File: src/rtl/gated_reg_bank.sv
// Bank of independent gated data registers; each channel tracks d while enabled and
// clears, holds, or holds-then-times-out when disabled. Optional macro: GATED_REG_BANK_STATUS_EN.
module gated_reg_bank #(
  parameter int WIDTH       = 8,
  parameter int CHANNELS    = 4,
  parameter int MODE        = 2,
  parameter int HOLD_CYCLES = 4
) (
  input  logic                      clk,
  input  logic                      rst,
  input  logic                      clear,
  input  logic [CHANNELS-1:0]       enable,
  input  logic [CHANNELS*WIDTH-1:0] d,
  output logic [CHANNELS*WIDTH-1:0] q,
  output logic [CHANNELS-1:0]       valid,
  output logic [CHANNELS-1:0]       expired
`ifdef GATED_REG_BANK_STATUS_EN
  ,
  output logic [$clog2(CHANNELS+1)-1:0] active_count
`endif
);

  localparam int CW = $clog2(HOLD_CYCLES + 1);

  typedef enum logic [1:0] {IDLE, TRACK, HOLD} state_t;

`ifdef GATED_REG_BANK_STATUS_EN
  localparam int AW = $clog2(CHANNELS + 1);
  logic [CHANNELS-1:0] valid_next;
  logic [AW-1:0]       count_sum;
`endif

  generate
    for (genvar gi = 0; gi < CHANNELS; gi++) begin : g_ch
      state_t           state, state_next;
      logic [CW-1:0]    count, count_next;
      logic [WIDTH-1:0] data, data_next;
      logic [WIDTH-1:0] din;
      logic             vld, vld_next;
      logic             expire, expire_next;

      assign din = d[gi*WIDTH +: WIDTH];

      always_ff @(posedge clk or posedge rst) begin
        if (rst) begin
          state  <= IDLE;
          count  <= '0;
          data   <= '0;
          vld    <= 1'b0;
          expire <= 1'b0;
        end else begin
          state  <= state_next;
          count  <= count_next;
          data   <= data_next;
          vld    <= vld_next;
          expire <= expire_next;
        end
      end

      always_comb begin
        state_next  = state;
        count_next  = count;
        data_next   = data;
        vld_next    = vld;
        expire_next = 1'b0;
        if (clear) begin
          state_next = IDLE;
          count_next = '0;
          data_next  = '0;
          vld_next   = 1'b0;
        end else begin
          case (state)
            IDLE: begin
              if (enable[gi]) begin
                state_next = TRACK;
                data_next  = din;
                vld_next   = 1'b1;
              end
            end
            TRACK: begin
              if (enable[gi]) begin
                data_next = din;
              end else if (MODE == 0) begin
                state_next = IDLE;
                data_next  = '0;
                vld_next   = 1'b0;
              end else begin
                state_next = HOLD;
                if (MODE == 2) count_next = CW'(HOLD_CYCLES - 1);
              end
            end
            HOLD: begin
              // Re-enable wins over timeout, so a capture on the final edge never pulses expired.
              if (enable[gi]) begin
                state_next = TRACK;
                data_next  = din;
                vld_next   = 1'b1;
              end else if (MODE == 2) begin
                if (count != '0) begin
                  count_next = count - CW'(1);
                end else begin
                  state_next  = IDLE;
                  data_next   = '0;
                  vld_next    = 1'b0;
                  expire_next = 1'b1;
                end
              end
            end
            default: begin
              state_next = IDLE;
              data_next  = '0;
              vld_next   = 1'b0;
            end
          endcase
        end
      end

      assign q[gi*WIDTH +: WIDTH] = data;
      assign valid[gi]            = vld;
      assign expired[gi]          = expire;
`ifdef GATED_REG_BANK_STATUS_EN
      assign valid_next[gi]       = vld_next;
`endif
    end
  endgenerate

`ifdef GATED_REG_BANK_STATUS_EN
  // Count is taken from next-state valids so it lines up with valid after the same edge.
  always_comb begin
    count_sum = '0;
    for (int i = 0; i < CHANNELS; i++) count_sum = count_sum + AW'(valid_next[i]);
  end

  always_ff @(posedge clk or posedge rst) begin
    if (rst) active_count <= '0;
    else     active_count <= count_sum;
  end
`endif

endmodule

File: config.mk
export PLATFORM = sky130hd
export DESIGN_NAME = gated_reg_bank
export DESIGN_NICKNAME = d
export VERILOG_FILES = /design/src/rtl/gated_reg_bank.sv
export SDC_FILE = /design/constraint.sdc
export NUM_CORES = 1
export LEC_CHECK = 0
export BUFFER_PORTS_ARGS = -buffer_cell sky130_fd_sc_hd__buf_4
export CAP_MARGIN = 10
export CORE_AREA = 2 2 76 78
export DETAILED_ROUTE_END_ITERATION = 10
export DIE_AREA = 0 0 78 80
export HOLD_SLACK_MARGIN = 0.1
export PLACE_DENSITY = 0.88
export SLEW_MARGIN = 20
export SYNTH_ARGS = -nofsm -noshare
export SYNTH_HDL_FRONTEND = slang
export SYNTH_SLANG_ARGS = --single-unit
File: constraint.sdc
create_clock -name clk -period 3.65 [get_ports clk]
set_input_delay 0.5475 -clock clk [delete_from_list [all_inputs] [get_ports clk]]
set_output_delay 0.5475 -clock clk [all_outputs]
set_load 0.02 [all_outputs]
======== Word level (Yosys, flattened, before mapping) ========
Index checks and enable logic that the tools add are counted.
word-level totals
  register bits ........................... 60
  input port bits ......................... 39
  output and inout bits ................... 40
cells by class
  $add $sub $neg .......................... 4
  equality and inequality tests ........... 36
  multiplexer cells ....................... 100
  reductions and logical operators ........ 32
operator list
  cell                                                  number
  two-way mux 8 bit                                     16
  one-hot mux 8 bit (2 select lines)                    4
  two-way mux 3 bit                                     16
  != test 3 bit (second input constant)                 16
  two-way mux 2 bit                                     20
  two-way mux 1 bit                                     32
  one-hot mux 2 bit (3 select lines)                    4
  one-hot mux 3 bit (2 select lines)                    4
  AND reduction 3 bit                                   8
  nonzero test 3 bit                                    8
  != test 4 bit (second input constant)                 4
  AND reduction 4 bit                                   4
  != test 3 x 1 -> 1 bit (second input constant)        4
  one-hot mux 1 bit (3 select lines)                    4
  subtractor 3 x 1 -> 3 bit (second input constant)     4
  equality test 2 x 1 -> 1 bit (second input constant)  4
  equality test 2 bit (second input constant)           4
  zero test 2 bit                                       4
  != test 2 bit (second input constant)                 4
  AND reduction 2 bit                                   4
  OR reduction 2 bit                                    4

======== Longest topological paths before layout ========
  depth after elaboration ................. 5
  depth in mapped cells ................... 7

======== Least setup slack after synthesis ========
No wires, ideal clock.
  path kind ............................... reg2reg
  start ................................... register g_ch[3].count[0]
  end ..................................... register g_ch[3].data[0]
  arrival ................................. 1.430 ns
  required time ........................... 3.530 ns
  path slack .............................. 2.100 ns
  stages on the path, launching flop included .. 7
  clock period less this slack ............ 1.550 ns
  path through ............................ dfrtp_1 inv_1 ha_1 ha_1 o21ai_2 nand2_2 a31o_2
on the way
  longest elaborated chain between the ends .. 3
ends and longest elaborated chain
  element                               line  text
  start: declaration                    36    logic [CW-1:0] count, count_next;
  start signal: assignment              53    count <= count_next;
  nonzero test 3 bit                    99    if (count != '0) begin
  != test 4 bit (no source line)        n/a
  AND reduction 2 bit (no source line)  n/a
  end signal: assignment                54    data <= data_next;
  end: declaration                      37    logic [WIDTH-1:0] data, data_next;
Every way passes these cells.
A chain may end at the register's enable or synchronous reset.

======== Worst setup path in the final report ========
  start ................................... register g_ch[0].count[0]
  end ..................................... register g_ch[0].data[7]
on the way
  longest elaborated chain between the ends .. 3
ends and longest elaborated chain
  element                               line
  start: declaration                    36
  start signal: assignment              53
  nonzero test 3 bit                    99
  != test 4 bit (no source line)        n/a
  AND reduction 2 bit (no source line)  n/a
  end signal: assignment                54
  end: declaration                      37
Every way passes these cells.

==> results.md <==
- Top cells by area, synth: dfrtp_1, and3_1, a31o_2
- RSZ-0062 raised after global routing: false
- Maximum clock rate: 0.507 GHz
- Design area: 0.00365 mm^2
- Std cell rows: 27
- Clock Sink Count: 60
- Cell count after synthesis: 273
- Cts bufs inserted: 9
- Slew Viols, Final: 0
- Average wire per standard cell: 15.4 um
- Yosys cell types: 44
- Startpoint Class: flop
- M2 GR Usage: 35.5%
- Final wirelength: 6.36 mm
- Post-Syn Nets: 320
- R2R Setup Slk: 1.68 ns
- Initial antenna violation count: 0
- Via Count: 2336
- Fin crit share: 54.1%
- CP Cell Sequence: inv_1 -> ha_1 -> ha_1 -> o21ai_2 -> nand2_1 -> a31o_2
- Antenna Nets Post-Route: 0
- Status: finished clean
- Yosys warning count: 0
- Share of cells above drive strength 1: 36.2%
- Commonest cells post-synth: dfrtp_1, and3_1, inv_1
- Grt met3 use: 4.19%
- Most numerous cell in the Yosys netlist: dfrtp_1
- Placed cell areas: 0.00350 mm^2
- First drt pass iteration count: 4
- Leakage: 1.84 nW
- Slowest-stage cell, CP: o21ai_2
- Final min period: 1.97 ns
- Nets: 386
- Slew margin rel.: 47.9%
- Mapped Area: 0.00298 mm^2
- Cell taking the most area after synthesis: dfrtp_1
- Utilization after layout: 67.5%
- Setup crit end kind: flop
- Via/cell ratio: 5.67
- Register bit total from synthesis: 60
- Avg Cell Area, Syn: 10.9 um^2
- Area of the multi-input gates: 0.00124 mm^2
- CTS root buffer: clkbuf_8
- Top Family by Delay on Critical Path: compound AO/OA/AOI/OAI gates
- Die ar.: 0.00624 mm^2
- FF/Latch Area: 0.00150 mm^2
- Die Y: 80 um
- Adder-cell share of the synthesized area: 3.36%
- Clk Latency, worst-skew pair: 0.33 ns
- Hpwl dp: 4.41 mm
- Setup TNS: 0 ns
- Worst endpoint data arrival time: 2.19 ns
- CTS tree: built
- Antenna diodes: 0
- Register area share after synthesis: 50.4%
- PortBufs: 78
- Max rail drop VDD: 0.285 mV
- Max stage delay on crit path: 0.37 ns
- Async S/R FF share, synth: 100%
- Worst EP required: 3.87 ns
- Register clock-pin slew on the reported worst setup and hold paths: 0.06 ns
- Total GRT Usage: 21.8%
- CP Class: reg2reg
- Worst path most repeated cell: ha_1
- Drc violations: 0
- Post-Synth XOR/XNOR Area: 0%
- Primary FF master, synth: dfrtp_1
- Worst Hold Class: in2async
- Clock Skew: 0.00415 ns
- # fillers: 419
- Post-synthesis simple-gate area fraction: 15.3%
- Core Region: 0.00541 mm^2
- Hold Fails Final Rpt: 0
- Cell Pwr Density: 403 mW/mm^2
- Synth Area in Compound Gates: 21.2%
- Die Span X: 78 um
- Main combinational cell family by area after synthesis: compound AO/OA/AOI/OAI gates
- Ports: 79
- CTS max path bufs: 2
- EDFF count, synth: 0
- # hold bufs at CTS: 0
- Final Setup Violations: 0
- Initial Utilization: 55.1%
- Maxcap violations: 0
- Largest net degree at the start of global routing: 40
- Routability Congestion: 0.750
- # resized after CTS: 0
- M1 GR Usage: 28.0%
- Post-synth top area share: 50.4%
- Number of DRC markers in iteration 0: 178
- GRT Residual Overflow: 0
- GRT busiest layer: met2
- Vias in the first global route: 2340
- First-pass GRT wire length: 10.7 mm
- Synth-to-Final Area Change: 22.5%
- CP Buf/Inv Count: 1
- Slew @ Worst Pin: 0.780 ns
- Post-CTS Setup Inserts: 0
- Highest fanout seen on the critical path: 12
- Post-synthesis mux area share: 1.72%
- # H-tree levels: 3
==> cell type report <==
type	instances	share of cell area [%]
flip-flops and latches	60	41.2
multi-input cells	168	34.0
repair buffers	79	16.3
clock buffers	12	3.98
well taps	72	2.47
inverters	21	2.16
==> per-layer routing <==
layer | share of wire [%] | wire length, um
met5 | 0 | 0
met4 | 2.0 | 128
met3 | 4.1 | 262
met2 | 49 | 3150
met1 | 44 | 2820
==> where the power goes <==
| group | total [mW] | switching [mW] | internal (mW) |
|---|---|---|---|
| Clock | 0.480 | 0.230 | 0.250 |
| Sequential | 0.732 | 0.0290 | 0.703 |
| Combinational | 0.257 | 0.139 | 0.118 |
| Total | 1.47 | 0.398 | 1.07 |
==> cell families after synthesis <==
group | count (synthesis)
buffers and inverters | 45
flip-flops | 60
AO/OA/AOI/OAI | 78
AND/OR/NAND/NOR | 77
adder cells (fa/ha/maj) | 8
multiplexers | 5
==> per-stage QoR <==
stage          power, mW  setup WS [ns]  cells  hold slack [ns]
4_1_cts             1.48           1.71    412            0.397
3_5_place_dp        1.00           1.71    400            0.472
3_3_place_gp       0.991           1.82    400            0.465
2_1_floorplan      0.900           1.62    273            0.493
6_report            1.47           1.68    412            0.368
5_1_grt             1.53           1.58    412            0.405
==> worst reg2reg max path, stage by stage (launching register included) <==
cell     delay (ns)
dfrtp_1        0.36
inv_1          0.08
ha_1           0.20
ha_1           0.25
o21ai_2        0.37
nand2_1        0.30
a31o_2         0.31
==> placed cells by master (no fill, tap or decap), types with 4 or more instances in the layout <==
cell / netlist / layout
o32ai_1: 4 / 4
a31o_2: 16 / 16
inv_1: 18 / 17
a21oi_1: 11 / 11
o21ai_0: 4 / 4
a31o_1: 8 / 8
ha_1: 8 / 8
inv_2: 3 / 4
nor2_1: 4 / 4
buf_4: 12 / 79
a211oi_1: 6 / 6
nand2b_1: 7 / 7
and3_1: 27 / 27
mux2i_1: 4 / 4
dfrtp_1: 60 / 60
a21bo_1: 7 / 7
nor3_1: 8 / 8
nand2_1: 12 / 12
o2111ai_1: 8 / 8
clkbuf_8: 0 / 10
nor4_1: 6 / 6
==> sequential cells by signal, indices dropped and copies added, names as in the netlist <==
signal,cells
g_ch.data,32
g_ch.count,12
g_ch.state,8
g_ch.expire,4
g_ch.vld,4
==> final timing paths <==
kind                                              start  depth (start not counted)                            to
min in group clk                              enable[1]                          2  g_ch[1].state[1]$_DFFE_PP0P_
hold / removal                                      rst                          2   g_ch[2].data[4]$_DFFE_PP0P_
setup / recovery           g_ch[0].count[0]$_DFFE_PP0P_                          6   g_ch[0].data[7]$_DFFE_PP0P_
hold reg to reg             g_ch[2].data[2]$_DFFE_PP0P_                          1   g_ch[2].data[2]$_DFFE_PP0P_
setup reg to reg           g_ch[0].count[0]$_DFFE_PP0P_                          6   g_ch[0].data[7]$_DFFE_PP0P_
max in group asynchronous                           rst                          3  g_ch[3].count[0]$_DFFE_PP0P_
Note: power is estimated with default switching activity, not from simulation.
